$ cat src/rtl/fnd_ctrl.sv
// Four-digit common-anode 7-segment scanner for watch/stopwatch time fields.
// Shows SS.CC or HH.MM, blinks the dot from msec and blanks the field under edit.
module fnd_ctrl #(
    parameter int CLK_FREQ = 100_000_000,
    parameter int SCAN_HZ  = 1000,
    parameter int BLINK_HZ = 2
) (
    input  logic       clk,
    input  logic       rst,
    input  logic       i_mode,
    input  logic [1:0] i_edit,
    input  logic [6:0] msec,
    input  logic [5:0] sec,
    input  logic [5:0] min,
    input  logic [4:0] hour,
    output logic [3:0] fnd_com,
    output logic [7:0] fnd_data
);

    localparam int DIV       = CLK_FREQ / SCAN_HZ;
    localparam int BLINK_DIV = CLK_FREQ / (2 * BLINK_HZ);
    localparam int SCAN_W    = (DIV > 1) ? $clog2(DIV) : 1;
    localparam int BLINK_W   = (BLINK_DIV > 1) ? $clog2(BLINK_DIV) : 1;

    localparam logic [SCAN_W-1:0]  SCAN_LAST  = SCAN_W'(DIV - 1);
    localparam logic [BLINK_W-1:0] BLINK_LAST = BLINK_W'(BLINK_DIV - 1);

    localparam logic [1:0] EDIT_SEC  = 2'b01;
    localparam logic [1:0] EDIT_MIN  = 2'b10;
    localparam logic [1:0] EDIT_HOUR = 2'b11;

    // Field values are reduced mod 100 before being split into digits.
    function automatic logic [6:0] mod100(input logic [6:0] v);
        return (v >= 7'd100) ? 7'(v - 7'd100) : v;
    endfunction

    function automatic logic [3:0] tens_of(input logic [6:0] v);
        return 4'(mod100(v) / 7'd10);
    endfunction

    function automatic logic [3:0] ones_of(input logic [6:0] v);
        return 4'(mod100(v) % 7'd10);
    endfunction

    // Active-low gfedcba pattern; codes above 9 cannot occur and stay dark.
    function automatic logic [6:0] seg7(input logic [3:0] d);
        logic [6:0] s;
        case (d)
            4'd0:    s = 7'h40;
            4'd1:    s = 7'h79;
            4'd2:    s = 7'h24;
            4'd3:    s = 7'h30;
            4'd4:    s = 7'h19;
            4'd5:    s = 7'h12;
            4'd6:    s = 7'h02;
            4'd7:    s = 7'h78;
            4'd8:    s = 7'h00;
            4'd9:    s = 7'h10;
            default: s = 7'h7F;
        endcase
        return s;
    endfunction

    logic [SCAN_W-1:0]  scan_cnt;
    logic [BLINK_W-1:0] blink_cnt;
    logic [1:0]         digit_sel;
    logic               blink_phase;
    logic               tick;
    logic               blink_tick;

    assign tick       = (scan_cnt == SCAN_LAST);
    assign blink_tick = (blink_cnt == BLINK_LAST);

    always_ff @(posedge clk or negedge rst) begin
        if (!rst) begin
            scan_cnt  <= '0;
            digit_sel <= 2'd0;
        end else begin
            scan_cnt  <= tick ? '0 : SCAN_W'(scan_cnt + 1'b1);
            digit_sel <= tick ? 2'(digit_sel + 2'd1) : digit_sel;
        end
    end

    always_ff @(posedge clk or negedge rst) begin
        if (!rst) begin
            blink_cnt   <= '0;
            blink_phase <= 1'b0;
        end else begin
            blink_cnt   <= blink_tick ? '0 : BLINK_W'(blink_cnt + 1'b1);
            blink_phase <= blink_tick ? ~blink_phase : blink_phase;
        end
    end

    // Stage p0: digit selection, segment decode, dot and edit blanking.
    // digit_sel[1] picks the left field pair, digit_sel[0] picks its tens digit.
    logic [6:0] hi_field_p0;
    logic [6:0] lo_field_p0;
    logic [6:0] field_p0;
    logic [3:0] digit_p0;
    logic       dp_n_p0;
    logic       blank_p0;
    logic [3:0] com_p0;
    logic [7:0] data_p0;

    always_comb begin
        hi_field_p0 = i_mode ? 7'(hour) : 7'(sec);
        lo_field_p0 = i_mode ? 7'(min)  : msec;
        field_p0    = digit_sel[1] ? hi_field_p0 : lo_field_p0;
        digit_p0    = digit_sel[0] ? tens_of(field_p0) : ones_of(field_p0);
        dp_n_p0     = !((digit_sel == 2'd2) && (msec < 7'd50));

        blank_p0 = 1'b0;
        if (blink_phase) begin
            case (i_edit)
                EDIT_SEC:  blank_p0 = !i_mode &&  digit_sel[1];
                EDIT_MIN:  blank_p0 =  i_mode && !digit_sel[1];
                EDIT_HOUR: blank_p0 =  i_mode &&  digit_sel[1];
                default:   blank_p0 = 1'b0;
            endcase
        end

        com_p0  = ~(4'b0001 << digit_sel);
        data_p0 = blank_p0 ? 8'hFF : {dp_n_p0, seg7(digit_p0)};
    end

    // Stage p1: registered display drive.
    always_ff @(posedge clk or negedge rst) begin
        if (!rst) begin
            fnd_com  <= 4'b1111;
            fnd_data <= 8'hFF;
        end else begin
            fnd_com  <= com_p0;
            fnd_data <= data_p0;
        end
    end

endmodule

$ cat config.mk
export PLATFORM = sky130hd
export DESIGN_NAME = fnd_ctrl
export DESIGN_NICKNAME = d
export VERILOG_FILES = /design/src/rtl/fnd_ctrl.sv
export SDC_FILE = /design/constraint.sdc
export NUM_CORES = 1
export LEC_CHECK = 0
export CAP_MARGIN = 0
export CORE_AREA = 2 2 69 121
export DETAILED_ROUTE_END_ITERATION = 8
export DIE_AREA = 0 0 71 123
export PLACE_DENSITY = 0.74
export SLEW_MARGIN = 20
export SYNTH_ARGS = -nofsm -noshare
export SYNTH_HDL_FRONTEND = slang
export SYNTH_SLANG_ARGS = --single-unit
export TNS_END_PERCENT = 50
$ cat constraint.sdc
create_clock -name clk -period 4.1 [get_ports clk]
set_input_delay 0.615 -clock clk [delete_from_list [all_inputs] [get_ports clk]]
set_output_delay 0.615 -clock clk [all_outputs]
set_load 0.02 [all_outputs]
==> results of run 1 <==
state kept, by name, summed over array words and instances (netlist names):
signal       cells
blink_cnt       25
blink_phase      1
digit_sel        2
fnd_com          4
fnd_data         8
scan_cnt        17
critical path: stages:
cell                       delay, ps
sky130_fd_sc_hd__buf_8            80
sky130_fd_sc_hd__mux4_2          530
sky130_fd_sc_hd__inv_2           110
sky130_fd_sc_hd__ha_4            140
sky130_fd_sc_hd__inv_4            40
sky130_fd_sc_hd__or3_4           370
sky130_fd_sc_hd__a31oi_4         230
sky130_fd_sc_hd__nor2_2           60
sky130_fd_sc_hd__a221oi_2        310
sky130_fd_sc_hd__and3_1          250
sky130_fd_sc_hd__or2_4           150
sky130_fd_sc_hd__ha_4            140
sky130_fd_sc_hd__nor3_4           50
sky130_fd_sc_hd__or2_1           290
sky130_fd_sc_hd__nor3b_2         250
sky130_fd_sc_hd__nor2_2          100
sky130_fd_sc_hd__buf_4           150
sky130_fd_sc_hd__ha_4            270
sky130_fd_sc_hd__nand2_4          40
sky130_fd_sc_hd__nor3_2          140
sky130_fd_sc_hd__o31ai_1          80
cells in the final DEF (no fill, tap or decap), drive strengths merged, types with 5 or more instances in the layout:
cell type,count
and3,12
buf,65
clkbuf,15
clkdlybuf4s50,23
dfrtp,45
dfstp,12
dlymetal6s2s,10
ha,14
inv,17
mux4,5
nand2,20
nand3,24
nand4,11
nor2,40
nor2b,7
nor3,8
nor4,6
o21ai,12
o31ai,5
xnor2,20
xor2,21
final timing paths:
path                               from  slack (ps)            end  cells after the start
hold / removal                      rst         260  blink_cnt[21]                      1
min in group clk            scan_cnt[4]         480    scan_cnt[4]                      1
setup / recovery                 i_mode         -90    fnd_data[3]                     21
hold reg to reg             scan_cnt[4]         480    scan_cnt[4]                      1
setup reg to reg           digit_sel[1]           0    fnd_data[3]                     20
max in group asynchronous           rst        3010     fnd_com[1]                      2
repair_timing:
action,CTS,global route
buffers inserted,8,5
setup endpoints to repair,7,7
resized for setup,18,48
pin swaps,16,22
layout make-up:
type / count / area [sq um]
Clock buffer: 11 / 243
Clock inverter: 5 / 78.8
Fill cell: 574 / 2830
Inverter: 17 / 68.8
Multi-Input combinational cell: 262 / 2130
Sequential cell: 57 / 1440
Tap cell: 90 / 113
Timing Repair Buffer: 103 / 892
where the power goes:
part	internal, mW	switching, mW	total, mW	leakage (nW)
Clock	0.546	0.255	0.801	0.159
Combinational	0.270	0.265	0.534	1.36
Sequential	0.616	0.00764	0.624	0.726
cell families after synthesis:
| logic type | count (synthesis) |
|---|---|
| AO/OA/AOI/OAI | 52 |
| flip-flops | 57 |
| AND/OR/NAND/NOR | 148 |
| multiplexers | 7 |
| XOR/XNOR | 41 |
| buffers and inverters | 26 |
| adder cells (fa/ha/maj) | 14 |
per-layer routing:
layer	track usage (%)	up-vias	wire, um
met3	3.67	35	255
li1	-	1457	-
met5	0	-	0
met2	41.3	88	5090
met1	21.3	1475	3200
met4	11.2	0	398
==> impl_summary.txt, run 1 <==
----------------------------------------------------
[Routing]
  Number of nets still failing antenna checks after routing ... 0
  First-pass DRT Iterations ... 4
  Number of DRC markers after the initial detailed-route iteration ... 180
  Total detailed-routing wirelength ... 8940 um
  Detailed-route wire length per cell ... between 15 and 20 um
  Detailed-route vias per instance ... 5.61
  DRC violation count after routing ... 0
  Via count ... just over 3,000

[Synth]
  Number of warnings printed during yosys synthesis ... 0
  Top cell types by occurrence after synthesis ... 45 x sky130_fd_sc_hd__dfrtp_1, 40 x sky130_fd_sc_hd__nor2_1, 24 x sky130_fd_sc_hd__nand3_1, 21 x sky130_fd_sc_hd__xor2_1
  Register bit total from synthesis ... 57
  Share of the synthesized area in the top cell type ... about a third
  Proportion of synthesized flip-flops having asynchronous set or reset ... between 90% and 100%
  Yosys top cell by area ... sky130_fd_sc_hd__dfrtp_1
  Count of different cell masters after synthesis ... 60
  Dominant cells by area after synthesis ... sky130_fd_sc_hd__dfrtp_1 33%, sky130_fd_sc_hd__dfstp_2 9.2%, sky130_fd_sc_hd__xor2_1 5.4%, sky130_fd_sc_hd__ha_1 5.1%, sky130_fd_sc_hd__xnor2_1 5.1%
  Mux cell area share after synthesis ... slightly below 4%
  Share of the synthesized netlist area taken by xor and xnor gates ... 10.5%
  Most numerous cell in the Yosys netlist ... sky130_fd_sc_hd__dfrtp_1
  Sequential cell area fraction in the yosys report ... 42.0%
  Top flip-flop cell by instance count after synthesis ... sky130_fd_sc_hd__dfrtp_1
  Adder-cell share of the synthesized area ... roughly 5.1%
  Post-Synthesis Cells ... approximately 350
  Area fraction in compound gates after synthesis ... about 12%
  Combinational family with the most area after synthesis ... simple AND/OR/NAND/NOR gates
  Synthesized netlist net count ... slightly below 400
  Number of flops mapped to enable cells by yosys ... 0
  Area share of and/or/nand/nor cells after synthesis ... 23.3%
  Total standard cell area after synthesis ... between 3000 and 4000 sq um
  Mean instance size in the synthesized netlist ... approximately 9.9 sq um

[Power and ir drop]
  Leakage dissipation ... approximately 2.2 nW
  Worst supply voltage drop on vdd ... approximately 0.21 mV
  Tot Pwr ... between 1.5 and 2 mW
  Power density over the cells ... just under 400 nW/um^2

[Place]
  Half-perimeter wire length after detailed placement ... 6360 um
  Cells after DPL ... between 500 and 600
  Post-Place Cell Area ... 4370 sq um
  Worst slack after detailed placement ... -744 ps
  Number of I/O port buffers ... 40
  Global placement routability congestion ... about 0.95

[Timing]
  Final Hold Vio Count ... 0
  Hold slack ... around 260 ps
  Fin. max-slew vios ... 0
  Min setup slack post-route ... -86.8 ps
  Final cycle utilization of the critical path ... 102%
  Final count of negative-setup-slack endpoints ... 4
  Unrepaired setup endpoints after global routing ... true
  Transition time of the tightest slew-check pin ... 727 ps
  Max_slew headroom ... 51.5%
  Peak clock frequency supported by timing ... roughly 0.24 GHz
  TNS Setup ... -126 ps
  Min Tclk post-route ... 4190 ps
  Worst setup skew after layout ... 6.47 ps

[Setup path]
  Startpoint type of the worst setup path ... input pin
  Data arrival time of the critical path ... approximately 4400 ps
  Required time reported for the critical path endpoint ... 4320 ps
  Highest fanout seen on the critical path ... 4
  Worst setup path category ... input pin to register
  CP endpoint kind ... register

[Floorplanning]
  Standard cell core area ... 7800 sq um
  X dimension of the die ... around 71 um
  Vert. Die Dim ... 123 um
  I/O pin count ... 41
  Rows ... 43
  Initial Utilization ... between 40% and 50%
  Full die area ... slightly below 9000 sq um

[Clocking]
  Clock tree from TritonCTS ... done
  Clk sinks ... 57
  Worst-Skew Late Latency ... 330 ps
  Clk pin slew, worst setup/hold paths ... 50 ps
  Number of buffers added by the clock tree synthesis step ... 9
  Clock root cell ... sky130_fd_sc_hd__clkbuf_16
  Number of buffers added to fix hold violations after cts ... 0
  H-tree Lvls ... 3
  Clock Tree Buf Depth ... 2

[Min path]
  Type of the worst min-delay path ... input pin to async pin

[Status]
  Violations in the final reports ... setup timing
  Status ... finished with violations

[GRT]
  Maximum number of pins on one net before global-route repair ... 35
  Antenna violations before repair ... 0
  Global router's overall resource usage ... 21.4%
  First-pass GRT wire length ... 14,500 um
  Vias in the first global route ... ~3,200
  Residual overflow from global routing ... 0

[Cells and area]
  Antenna diode instance count ... 0
  Cell Count, Final, Fillers Out ... approximately 550
  Share of cells above drive strength 1 ... about a third
  Fin nets ... roughly 500
  Signed area change from the synthesized netlist to the final layout ... 44.9%
  Area of all placed cells without fillers ... between 4000 and 5000 sq um
  Post-Route Utilization ... 63.7%

[Run]
  Count of max-cap constraint violations ... 0

----------------------------------------------------
Note: power is estimated with default switching activity, not from simulation.
==> inputs of run 2 (changes only) <==
CORE_AREA = 2 2 65 114   (was 2 2 69 121)
DIE_AREA = 0 0 67 116   (was 0 0 71 123)
PLACE_DENSITY = 0.81   (was 0.74)
==> impl_summary.txt, run 2 (synthesized netlist as in run 1, its figures left out) <==
----------------------------------------------------
[Run]
  Count of max-cap constraint violations ... 0

[GRT]
  Vias in the first global route ... 3,369
  Antenna violations before repair ... 0
  Residual overflow from global routing ... 0
  Maximum number of pins on one net before global-route repair ... 32
  First-pass GRT wire length ... 15,300 um
  Global router's overall resource usage ... a little over a quarter

[Clocking]
  Clock Tree Buf Depth ... 2
  Clock root cell ... sky130_fd_sc_hd__clkbuf_16
  Clk pin slew, worst setup/hold paths ... about 60 ps
  H-tree Lvls ... 3
  Number of buffers added by the clock tree synthesis step ... 9
  Clock tree from TritonCTS ... done
  Worst-Skew Late Latency ... around 330 ps
  Clk sinks ... 57

[Status]
  Status ... finished with violations
  Violations in the final reports ... setup timing

[Routing]
  Total detailed-routing wirelength ... about 10000 um
  First-pass DRT Iterations ... 5
  Detailed-route vias per instance ... roughly 6
  Detailed-route wire length per cell ... ~18 um
  DRC violation count after routing ... 0
  Number of DRC markers after the initial detailed-route iteration ... between 200 and 250
  Via count ... around 3,300
  Number of nets still failing antenna checks after routing ... 0

[Cells and area]
  Fin nets ... just under 500
  Register ranked first by flip-flop count ... blink_cnt
  Most common library cell in the layout ignoring fill and taps ... sky130_fd_sc_hd__buf_4
  Max reg flops ... 25
  # fillers ... 460
  Most frequent cells in the layout ... 62 x sky130_fd_sc_hd__buf_4, 44 x sky130_fd_sc_hd__dfrtp_1, 36 x sky130_fd_sc_hd__nor2_1
  Antenna diode instance count ... 0
  Regs by FF count ... blink_cnt: 25 flops, scan_cnt: 17 flops, fnd_data: 8 flops
  Cell Count, Final, Fillers Out ... between 500 and 600
  Post-Route Utilization ... 74.3%
  Share of cells above drive strength 1 ... 34.1%
  Signed area change from the synthesized netlist to the final layout ... 47.5%

[Floorplanning]
  Vert. Die Dim ... approximately 120 um
  Full die area ... 7770 sq um
  X dimension of the die ... between 60 and 70 um
  Initial Utilization ... between 50% and 60%
  Rows ... 40
  I/O pin count ... between 40 and 50
  Standard cell core area ... slightly below 7000 sq um

[Setup path]
  Required time reported for the critical path endpoint ... approximately 4300 ps
  Internal reg-to-reg setup slack ... -10 ps
  R2r endpoint ... fnd_data[3]
  R2r worst-path depth ... 22
  Beginning of the worst register-to-register path ... digit_sel[1]
  Data arrival time of the critical path ... 4400 ps
  CP endpoint kind ... register
  Worst setup path category ... input pin to register
  Highest fanout seen on the critical path ... 4
  Startpoint type of the worst setup path ... input pin

[Place]
  Worst slack after detailed placement ... -724 ps
  Half-perimeter wire length after detailed placement ... around 6600 um
  Cells after DPL ... around 510
  Number of I/O port buffers ... 40
  Global placement routability congestion ... ~0.93

[Timing]
  Peak clock frequency supported by timing ... 0.240 GHz
  Final cycle utilization of the critical path ... 102%
  Final Hold Vio Count ... 0
  Fin. max-slew vios ... 0
  Unrepaired setup endpoints after global routing ... true
  Min Tclk post-route ... approximately 4200 ps
  Worst setup skew after layout ... between 10 and 15 ps
  Final count of negative-setup-slack endpoints ... 1
  Min setup slack post-route ... -66.5 ps
  Transition time of the tightest slew-check pin ... about 750 ps
  Max_slew headroom ... between 40% and 50%
  Hold slack ... about 310 ps

[Power and ir drop]
  Tot Pwr ... 2.01 mW
  Worst supply voltage drop on vdd ... 0.204 mV
  Power density over the cells ... approximately 400 nW/um^2
  Leakage dissipation ... around 2.3 nW

[Min path]
  Type of the worst min-delay path ... input pin to async pin

----------------------------------------------------
==> run 2: changes by cell type in the layout (fill, tap and decap cells not counted), sizes merged <==
cell	before	now
dlymetal6s2s	10	16
clkdlybuf4s50	23	18
buf	65	69
clkinv	3	1
dlygate4sd2	1	0
==> run 2: worst max-delay path by stage <==
| stage | from | endpoint | slack [ps] | cells after the start |
|---|---|---|---|---|
| 2_1_floorplan | i_mode | fnd_data[3] | -220 | 20 |
| 3_3_place_gp | i_mode | fnd_data[0] | -550 | 18 |
| 3_5_place_dp | i_mode | fnd_data[5] | -720 | 21 |
| 4_1_cts | hour[2] | fnd_data[4] | 6 | 20 |
| 5_1_grt | msec[5] | fnd_data[3] | -150 | 19 |
| 6_report | msec[6] | fnd_data[3] | -70 | 18 |
==> run 2: report_power, final <==
| group | total [mW] | switching (mW) | leakage, nW | internal, mW |
|---|---|---|---|---|
| Combinational | 0.584 | 0.296 | 1.44 | 0.289 |
| Clock | 0.801 | 0.245 | 0.157 | 0.556 |
| Sequential | 0.626 | 0.00966 | 0.724 | 0.617 |
==> run 2: worst max-delay path, cell delays in order <==
cell and delay [ps]:
sky130_fd_sc_hd__clkdlybuf4s50_1 480, sky130_fd_sc_hd__or4bb_4 600, sky130_fd_sc_hd__mux2i_4 230, sky130_fd_sc_hd__a31oi_4 200, sky130_fd_sc_hd__nor2_2 80, sky130_fd_sc_hd__a221oi_2 290, sky130_fd_sc_hd__and3_1 210, sky130_fd_sc_hd__or2_4 130
sky130_fd_sc_hd__ha_4 140, sky130_fd_sc_hd__nor3_4 50, sky130_fd_sc_hd__or2_1 260, sky130_fd_sc_hd__nor3b_2 260, sky130_fd_sc_hd__nor2_2 100, sky130_fd_sc_hd__buf_4 150, sky130_fd_sc_hd__ha_4 280, sky130_fd_sc_hd__nand2_4 50
sky130_fd_sc_hd__nor3_4 170, sky130_fd_sc_hd__o31ai_2 80
==> run 2: area by class of cell <==
type / instances / area (sq um) / area share [%]
Multi-Input combinational cell: 262 / 2180 / 43.1
Sequential cell: 57 / 1440 / 28.5
Timing Repair Buffer: 107 / 942 / 18.6
Clock buffer: 11 / 253 / 5.00
Tap cell: 84 / 105 / 2.08
Inverter: 17 / 68.8 / 1.36
Clock inverter: 3 / 65.1 / 1.29
==> run 2: routing by layer <==
layer  GRT usage (%)  share of wire [%]  up-vias
met5               0                  0        -
met4            12.8                5.1        0
met3            4.95                4.7       49
met2            49.4                 56      146
met1            26.4                 34     1594
li1                -                  -     1465
==> run 2: what timing repair did <==
action,CTS,global route
endpoints found under the setup margin,7,7
hold buffers,0,0
setup buffers,4,9
pin swaps,19,28
resized for setup,21,55
==> run 2: stage by stage <==
step / area, sq um / setup TNS, ps
floorplan: 3540 / -874
global placement: 4390 / -3620
detailed placement: 4390 / -4680
CTS: 4810 / 0
global route: 5060 / -776
finish: 5060 / -66.5
==> inputs of run 3 (changes only) <==
ABC_CLOCK_PERIOD_IN_PS = 4100   (was unset)
CELL_PAD_IN_SITES_DETAIL_PLACEMENT = 2   (was unset)
CELL_PAD_IN_SITES_GLOBAL_PLACEMENT = 2   (was unset)
CORE_AREA = 2 2 82 142   (was 2 2 65 114)
DIE_AREA = 0 0 84 144   (was 0 0 67 116)
PLACE_DENSITY = 0.8   (was 0.81)
==> impl_summary.txt, run 3 (synthesized netlist as in run 1, its figures left out) <==
----------------------------------------------------
[Timing]
  TNS Setup ... -777 ps
  Hold slack ... 351 ps
  Final count of negative-setup-slack endpoints ... 7
  Unrepaired setup endpoints after global routing ... true
  Fin. max-slew vios ... 0
  Peak clock frequency supported by timing ... about 0.23 GHz
  Min Tclk post-route ... roughly 4300 ps
  Max_slew headroom ... 41.4%
  Min setup slack post-route ... -192 ps
  Final cycle utilization of the critical path ... 105%
  Worst setup skew after layout ... about 14 ps
  Transition time of the tightest slew-check pin ... around 870 ps
  Final Hold Vio Count ... 0

[Setup path]
  CP endpoint kind ... register
  Buffering stage count on the worst path with inverters included ... 4
  Required time reported for the critical path endpoint ... between 4000 and 5000 ps
  Worst setup path category ... input pin to register
  Highest cell delay on the worst timing path ... between 500 and 600 ps
  Largest delay contributor family on the critical path ... simple AND/OR/NAND/NOR gates
  Cell at the slowest stage of the critical path ... sky130_fd_sc_hd__mux4_2
  Highest fanout seen on the critical path ... 4
  Data arrival time of the critical path ... between 4000 and 5000 ps
  Cells along the critical path ... dlygate4sd2_1 > mux4_2 > buf_4 > nor3_4 > buf_6 > a31oi_4 > nor2_4 > a221oi_4 > and3_4 > or2_4 > ha_4 > nor3_4 > nor3_2 > a211o_1 > and2_4 > inv_6 > ha_4 > nand2_1 > o311a_1
  Startpoint type of the worst setup path ... input pin

[Clocking]
  Worst-Skew Late Latency ... about 340 ps
  H-tree Lvls ... 3
  Clock root cell ... sky130_fd_sc_hd__clkbuf_16
  Clk sinks ... 57
  Clock tree from TritonCTS ... done
  Number of buffers added by the clock tree synthesis step ... 9
  Clock Tree Buf Depth ... 2
  Number of buffers added to fix hold violations after cts ... 0
  Clk pin slew, worst setup/hold paths ... ~70 ps

[Cells and area]
  Signed area change from the synthesized netlist to the final layout ... 55.4%
  Multi-input gate area ... roughly 2200 sq um
  Most common library cell in the layout ignoring fill and taps ... sky130_fd_sc_hd__buf_4
  # fillers ... between 1,000 and 1,500
  Max reg flops ... 25
  Most frequent cells in the layout ... 76 x sky130_fd_sc_hd__buf_4, 44 x sky130_fd_sc_hd__dfrtp_1, 36 x sky130_fd_sc_hd__nor2_1
  Fin nets ... a little over 500
  Antenna diode instance count ... 0
  Register ranked first by flip-flop count ... blink_cnt
  Share of cells above drive strength 1 ... between 30% and 40%
  Regs by FF count ... blink_cnt: 25 flops, scan_cnt: 17 flops, fnd_data: 8 flops
  Register area ... roughly 1400 sq um

[Routing]
  Via count ... 3,480
  Detailed-route vias per instance ... ~5.7
  Number of DRC markers after the initial detailed-route iteration ... roughly 180
  Total detailed-routing wirelength ... between 15,000 and 20,000 um
  DRC violation count after routing ... 0
  Detailed-route wire length per cell ... 26.3 um
  Number of nets still failing antenna checks after routing ... 0
  First-pass DRT Iterations ... 4

[Power and ir drop]
  Leakage dissipation ... between 2 and 2.5 nW
  Worst supply voltage drop on vdd ... approximately 0.25 mV
  Power density over the cells ... ~400 nW/um^2

[Floorplanning]
  Standard cell core area ... ~11,000 sq um
  Full die area ... ~12,000 sq um
  Vert. Die Dim ... roughly 140 um
  Rows ... ~50
  X dimension of the die ... around 84 um
  I/O pin count ... 41
  Initial Utilization ... a little under a third

[Place]
  Global placement routability congestion ... 0.832
  Number of I/O port buffers ... 40
  Half-perimeter wire length after detailed placement ... ~9400 um

[GRT]
  Vias in the first global route ... between 4,000 and 5,000
  First-pass GRT wire length ... 22,400 um
  Antenna violations before repair ... 0
  Residual overflow from global routing ... 0
  Global router's overall resource usage ... between 20% and 30%
  Maximum number of pins on one net before global-route repair ... 31

[Min path]
  Type of the worst min-delay path ... input pin to async pin

[Status]
  Status ... finished with violations
  Violations in the final reports ... setup timing

[Run]
  Count of max-cap constraint violations ... 0

----------------------------------------------------
==> run 3: cell count changes in the layout (fill, tap and decap cells not counted), moves of 4 or more <==
cell / previous run / this run
sky130_fd_sc_hd__buf_4: 62 / 76
sky130_fd_sc_hd__dlygate4sd2_1: 0 / 5
sky130_fd_sc_hd__o31ai_2: 5 / 1
sky130_fd_sc_hd__dlymetal6s2s_1: 16 / 12
sky130_fd_sc_hd__buf_6: 5 / 10
==> run 3: layout make-up <==
cell class / count / area share, %
Inverter: 17 / 1.39
Timing Repair Buffer: 126 / 20.4
Clock inverter: 5 / 1.46
Clock buffer: 11 / 4.74
Multi-Input combinational cell: 262 / 41.8
Sequential cell: 57 / 27.1
Tap cell: 132 / 3.10
==> run 3: what timing repair did <==
item                                    4_1_cts  5_1_grt
pin swaps                                    21       13
cloned                                        0        0
gates resized for setup                      54       43
setup buffers                                11       13
endpoints found under the setup margin        7        7
==> run 3: worst register-to-register path, delay by kind of cell, from the launching register on <==
family                     cells  cell delay, ps
and+or+nand+nor                8            1540
adders and majority gates      2             320
muxes                          1             360
DFF                            1             460
buffers and inverters          4             570
AOI/OAI and AO/OA              4             900
==> run 3: power breakdown <==
group          leakage [nW]  internal [mW]  switching (mW)
Sequential            0.724          0.616          0.0118
Clock                 0.162          0.563           0.285
Combinational          1.52          0.321           0.355
Total                  2.40           1.50           0.652
==> run 3: metrics by stage <==
step	std cells	total power, mW	setup slack [ps]	utilization (%)	instance area (sq um)
global route	610	2.22	-272	48.3	5330
detailed placement	570	1.14	-993	40.9	4510
global placement	570	1.11	-647	40.9	4510
floorplan	345	0.887	-215	-	3540
finish	610	2.15	-192	48.3	5330
CTS	597	2.05	1.14	46.2	5100
==> run 3: routing by layer <==
layer  global-route usage, %  part of all wire, %
met1                    21.4                   32
met2                    50.1                   57
met3                    4.74                  3.5
met4                    15.6                  7.3
met5                       0                    0
==> run 3: path summary, 6_finish.rpt <==
kind	start	end	slack, ps	depth (start not counted)
max reg2reg	digit_sel[1]	fnd_data[4]	-110	19
min in group clk	scan_cnt[0]	scan_cnt[0]	490	1
min reg2reg	scan_cnt[0]	scan_cnt[0]	490	1
min	rst	blink_cnt[20]	350	1
max in group asynchronous	rst	fnd_com[1]	2850	2
max	msec[2]	fnd_data[4]	-190	19
